**config.mk**
```make
export PLATFORM = sky130hd
export DESIGN_NAME = tlc_sensor_cond
export DESIGN_NICKNAME = d
export VERILOG_FILES = /design/src/rtl/tlc_pkg.sv /design/src/rtl/tlc_sense_chan.sv /design/src/rtl/tlc_sensor_cond.sv
export SDC_FILE = /design/constraint.sdc
export NUM_CORES = 1
export LEC_CHECK = 0
export CELL_PAD_IN_SITES_DETAIL_PLACEMENT = 1
export CELL_PAD_IN_SITES_GLOBAL_PLACEMENT = 1
export CORE_MARGIN = 3
export CORE_UTILIZATION = 35
export CTS_CLUSTER_SIZE = 8
export DETAILED_ROUTE_END_ITERATION = 16
export GPL_TIMING_DRIVEN = 0
export PLACE_DENSITY_LB_ADDON = 0.1
export SLEW_MARGIN = 15
export SYNTH_ARGS = -nofsm -noshare
export SYNTH_HDL_FRONTEND = slang
export SYNTH_SLANG_ARGS = --single-unit
```
**constraint.sdc**
```tcl
create_clock -name clk -period 2.3 [get_ports clk]
set_clock_uncertainty 0.2 [all_clocks]
set_input_delay 0.345 -clock clk [delete_from_list [all_inputs] [get_ports clk]]
set_output_delay 0.345 -clock clk [all_outputs]
set_load 0.01 [all_outputs]
```
**src/rtl/tlc_pkg.sv**
```systemverilog
// rtl/tlc_pkg.sv - shared light codes, sensor FSM states and detector timing defaults
package tlc_pkg;

    typedef enum logic [1:0] {
        GREEN  = 2'b00,
        YELLOW = 2'b01,
        RED    = 2'b10
    } light_t;

    typedef enum logic [1:0] {
        IDLE,
        ARM,
        PRES,
        HOLD
    } sense_state_t;

    localparam int DEB_CYCLES_DEF  = 4;
    localparam int HOLD_CYCLES_DEF = 8;

    // Counter must hold the larger of the two thresholds without wrapping.
    function automatic int cnt_width(input int deb, input int hold);
        return $clog2(((deb > hold) ? deb : hold) + 1);
    endfunction

endpackage

```
**src/rtl/tlc_sense_chan.sv**
```systemverilog
// rtl/tlc_sense_chan.sv - one detector lane: synchroniser, debounce/hold FSM and request latch
import tlc_pkg::*;

module tlc_sense_chan #(
    parameter int DEB_CYCLES  = DEB_CYCLES_DEF,
    parameter int HOLD_CYCLES = HOLD_CYCLES_DEF
) (
    input  logic       clk,
    input  logic       reset,
    input  logic       raw,
    input  logic [1:0] light,
    output logic       pres,
    output logic       req
);

    localparam int CW = cnt_width(DEB_CYCLES, HOLD_CYCLES);

    logic          sync_1;
    logic          sync_2;
    sense_state_t  state;
    logic [CW-1:0] cnt;
    logic          is_green;

    assign pres     = (state == PRES) || (state == HOLD);
    assign is_green = (light == GREEN);

    always_ff @(posedge clk) begin
        if (reset) begin
            sync_1 <= 1'b0;
            sync_2 <= 1'b0;
            state  <= IDLE;
            cnt    <= '0;
            req    <= 1'b0;
        end else begin
            sync_1 <= raw;
            sync_2 <= sync_1;

            // A car seen while the lane is not green must be served later.
            if (is_green) begin
                req <= 1'b0;
            end else if (pres) begin
                req <= 1'b1;
            end

            case (state)
                IDLE: begin
                    if (sync_2) begin
                        state <= ARM;
                        cnt   <= CW'(1);
                    end
                end
                ARM: begin
                    if (!sync_2) begin
                        state <= IDLE;
                        cnt   <= '0;
                    end else if (cnt + CW'(1) == CW'(DEB_CYCLES)) begin
                        state <= PRES;
                        cnt   <= '0;
                    end else begin
                        cnt <= cnt + CW'(1);
                    end
                end
                PRES: begin
                    if (!sync_2) begin
                        state <= HOLD;
                        cnt   <= CW'(1);
                    end
                end
                HOLD: begin
                    if (sync_2) begin
                        state <= PRES;
                        cnt   <= '0;
                    end else if (cnt == CW'(HOLD_CYCLES)) begin
                        state <= IDLE;
                        cnt   <= '0;
                    end else begin
                        cnt <= cnt + CW'(1);
                    end
                end
                default: begin
                    state <= IDLE;
                    cnt   <= '0;
                end
            endcase
        end
    end

endmodule

```
**src/rtl/tlc_sensor_cond.sv**
```systemverilog
// rtl/tlc_sensor_cond.sv - two-lane detector conditioning producing Ta/Tb for the light controller
import tlc_pkg::*;

module tlc_sensor_cond #(
    parameter int DEB_CYCLES  = DEB_CYCLES_DEF,
    parameter int HOLD_CYCLES = HOLD_CYCLES_DEF
) (
    input  logic       clk,
    input  logic       reset,
    input  logic       sa_raw,
    input  logic       sb_raw,
    input  logic [1:0] La,
    input  logic [1:0] Lb,
    output logic       Ta,
    output logic       Tb,
    output logic       pres_a,
    output logic       pres_b
);

    logic req_a;
    logic req_b;

    tlc_sense_chan #(
        .DEB_CYCLES  (DEB_CYCLES),
        .HOLD_CYCLES (HOLD_CYCLES)
    ) u_chan_a (
        .clk   (clk),
        .reset (reset),
        .raw   (sa_raw),
        .light (La),
        .pres  (pres_a),
        .req   (req_a)
    );

    tlc_sense_chan #(
        .DEB_CYCLES  (DEB_CYCLES),
        .HOLD_CYCLES (HOLD_CYCLES)
    ) u_chan_b (
        .clk   (clk),
        .reset (reset),
        .raw   (sb_raw),
        .light (Lb),
        .pres  (pres_b),
        .req   (req_b)
    );

    // Both terms are flop outputs, so La/Lb and the raw inputs never reach Ta/Tb combinationally.
    assign Ta = pres_a | req_a;
    assign Tb = pres_b | req_b;

endmodule

```
==> out/qor.yml, run 1 <==
cts_tree: "yes"
hold_buffers: 0
cts_made_buffers: 3
fin_nets: 142
grt_pass1_wl_mm: 4.17
worstSetupStartpointType: "flop"
synth_top_area_share_pct: 36.7
path_cells: "dlygate4sd1_1, clkdlybuf4s50_1"
maxCapViolCount: 0
relSlewSlack_pct: 65.5
synth_area_leaders: "dfxtp_1 37%, ha_1 7.6%, nor2b_1 6.4%, a21oi_1 3.6%, nand2_1 3.4%"
setup_viol: 0
dr.pass1.iters: 4
clockBufferDepth: 2
slowest_delay_ns: 0.52
start_util_pct: 38.3
netlist_area_um2: 982
grt_start_max_net_pins: 11
final_hold_viol_count: 0
crit_arrival_ns: 1.50
post_cts_resized: 0
remaining_drc_errors: 0
cts-htree-levels: 1
die_h_um: 59.0
cp_max_fo: 6
final_cell_mix: "18 x dfxtp_1, 11 x clkdlybuf4s50_1, 10 x nor2b_1"
layout_commonest_cell: "dfxtp_1"
setup_tns_ns: 0
critical_path_buf_inv_count: 2
gp_congestion: 0.774
worst_slew_pin_slew_ns: 0.517
hold_class: "reg2reg"
overflow: 0
root_buffer: "clkbuf_4"
swShare_pct: 25.1
multiInputGateArea_um2: 577
first_iter_violations: 17
ir_worst_vdd_v: 0.000358
postSynthCellCount: 112
antenna_found_initial: 0
drt-wirelength-per-cell_um: 15.0
netSwitchingPower_uw: 138
drtAntennaViolNets: 0
cts_num_sinks: 18
p_seq_share_pct: 59.5
yosysSeqAreaShare_pct: 36.7
dp_hpwl_mm: 1.74
cp_data_required_time_ns: 1.75
clkLatencyLatePin_ns: 0.30
seq_area_um2: 360
post_cts_buffers: 0
synth_top_area_cell: "dfxtp_1"
avgSynthCellArea_um2: 8.77
port_buffers: 11
critPathSlowestCell: "clkdlybuf4s50_1"
p_per_area_nw_per_um2: 476
synthArstFlopShare_pct: 0
end_kind: "primary output"
synth.distinct_cells: 36
synth_edf_count: 0
fin_crit_sh_pct: 89.0
die-area_um2: 3480
status: "finished clean"
p_leak_uw: 0.000466
ys_ff_latch: 18
grt_pass1_vias: 920
core-area_um2: 2570
yosys_warnings: 0
areaGrowthSynthToFinish_pct: 17.3
clock.fmax_mhz: 489
comb_power_share_pct: 11.0
p_clk_share_pct: 29.5
drv_slew: 0
rows: 18
vias_per_cell: 5.63
critPathTopFamily: "buffers and inverters"
p_total_uw: 548
diodes: 0
timing.hold.ws_ns: 0.247
grt_usage_pct: 15.8
critPathKind: "reg2out"
drive_above_1_share_pct: 11.1
fillers: 321
p_int_uw: 410
period_needed_ns: 2.05
synthesis.nets: 126
ios: 12
via_count: 878
die_w_um: 59.0
rsz0062_at_grt: "false"
wl_mm: 2.34
path_clk_slew_ns: 0.10
ys.flop_type: "dfxtp_1"
## path summary, 6_finish.rpt
path                            depth (start not counted)                         start  slack [ns]                    endpoint
worst max register to register                          7  u_chan_b.cnt[0]$_SDFFE_PP0P_        0.40                        flop
worst max-delay path                                    2                          flop        0.25                      pres_b
worst min register to register                          1    u_chan_a.sync_1$_SDFF_PP0_        0.25  u_chan_a.sync_2$_SDFF_PP0_
worst min-delay path                                    1    u_chan_a.sync_1$_SDFF_PP0_        0.25  u_chan_a.sync_2$_SDFF_PP0_
## cells by family (layout without fill, tap and decap cells)
kind of cell	after synthesis	after routing	synth area share (%)
mux	1	1	1.53
compound gates	29	29	22.0
xor+xnor	3	3	2.68
simple gates	45	45	24.8
buf+inv	10	24	4.59
flops	18	18	36.7
fa+ha+maj	6	6	7.64
## synthesized netlist by cell type, types with 3 or more instances
| library cell | instances |
|---|---|
| o21ai_0 | 4 |
| dfxtp_1 | 18 |
| nand3_1 | 3 |
| a32o_1 | 3 |
| nor2b_1 | 10 |
| inv_1 | 5 |
| nand2_1 | 9 |
| a21oi_1 | 7 |
| nand3b_1 | 3 |
| a31oi_1 | 3 |
| ha_1 | 6 |
| nor2_1 | 8 |
| nor3_1 | 3 |
## stage by stage
step                      cells  util (%)  worst slack [ns]  instance area, um2
after floorplan             112         -             0.652                 982
after global placement      153      44.0             0.422                1130
after detailed placement    153      44.0             0.401                1130
after CTS                   156      44.9             0.222                1150
after global routing        156      44.9             0.173                1150
final                       156      44.9             0.253                1150
## routing by layer
layer	global-route usage [%]	vias up	share of wire, %
li1	-	432	-
met1	19.4	424	48
met3	2.40	7	3.5
met4	8.09	0	3.0
met5	0	-	0
met2	26.5	15	46
## worst register-to-register path, cell delays in order, from the launching register on
cell and delay, ns:
dfxtp_1 0.40, inv_1 0.11, ha_1 0.23, nand3b_1 0.09, nand4b_1 0.26, nand2_1 0.19
nor3_1 0.07, o221a_2 0.25
## power by group through the flow
| stage | clock [uW] | sequential [uW] | combinational [uW] |
|---|---|---|---|
| after CTS | 171 | 326 | 61.2 |
| after global placement | 0 | 332 | 57.3 |
| after global routing | 178 | 328 | 67.5 |
| after floorplan | 0 | 331 | 37.1 |
| final | 162 | 326 | 60.3 |
| after detailed placement | 0 | 333 | 59.9 |
## area by class of cell
cell class,count,area share [%]
buffer,5,2.28
clock buffer,3,1.95
inverter,5,1.63
multi-input combinational,84,50.1
sequential,18,31.3
tap,30,3.26
timing repair buffer,11,9.55
(Power assumes the default switching activity.)
==> inputs of run 2 (changes only) <==
SKIP_LAST_GASP = 1   (was default)
==> results of run 2 <==
No change in the layout: final DEF, timing and power equal those of run 1.
==> inputs of run 3 (changes only) <==
SKIP_LAST_GASP = default   (was 1)
==> results of run 3 <==
No change in the layout: final DEF, timing and power equal those of run 1.
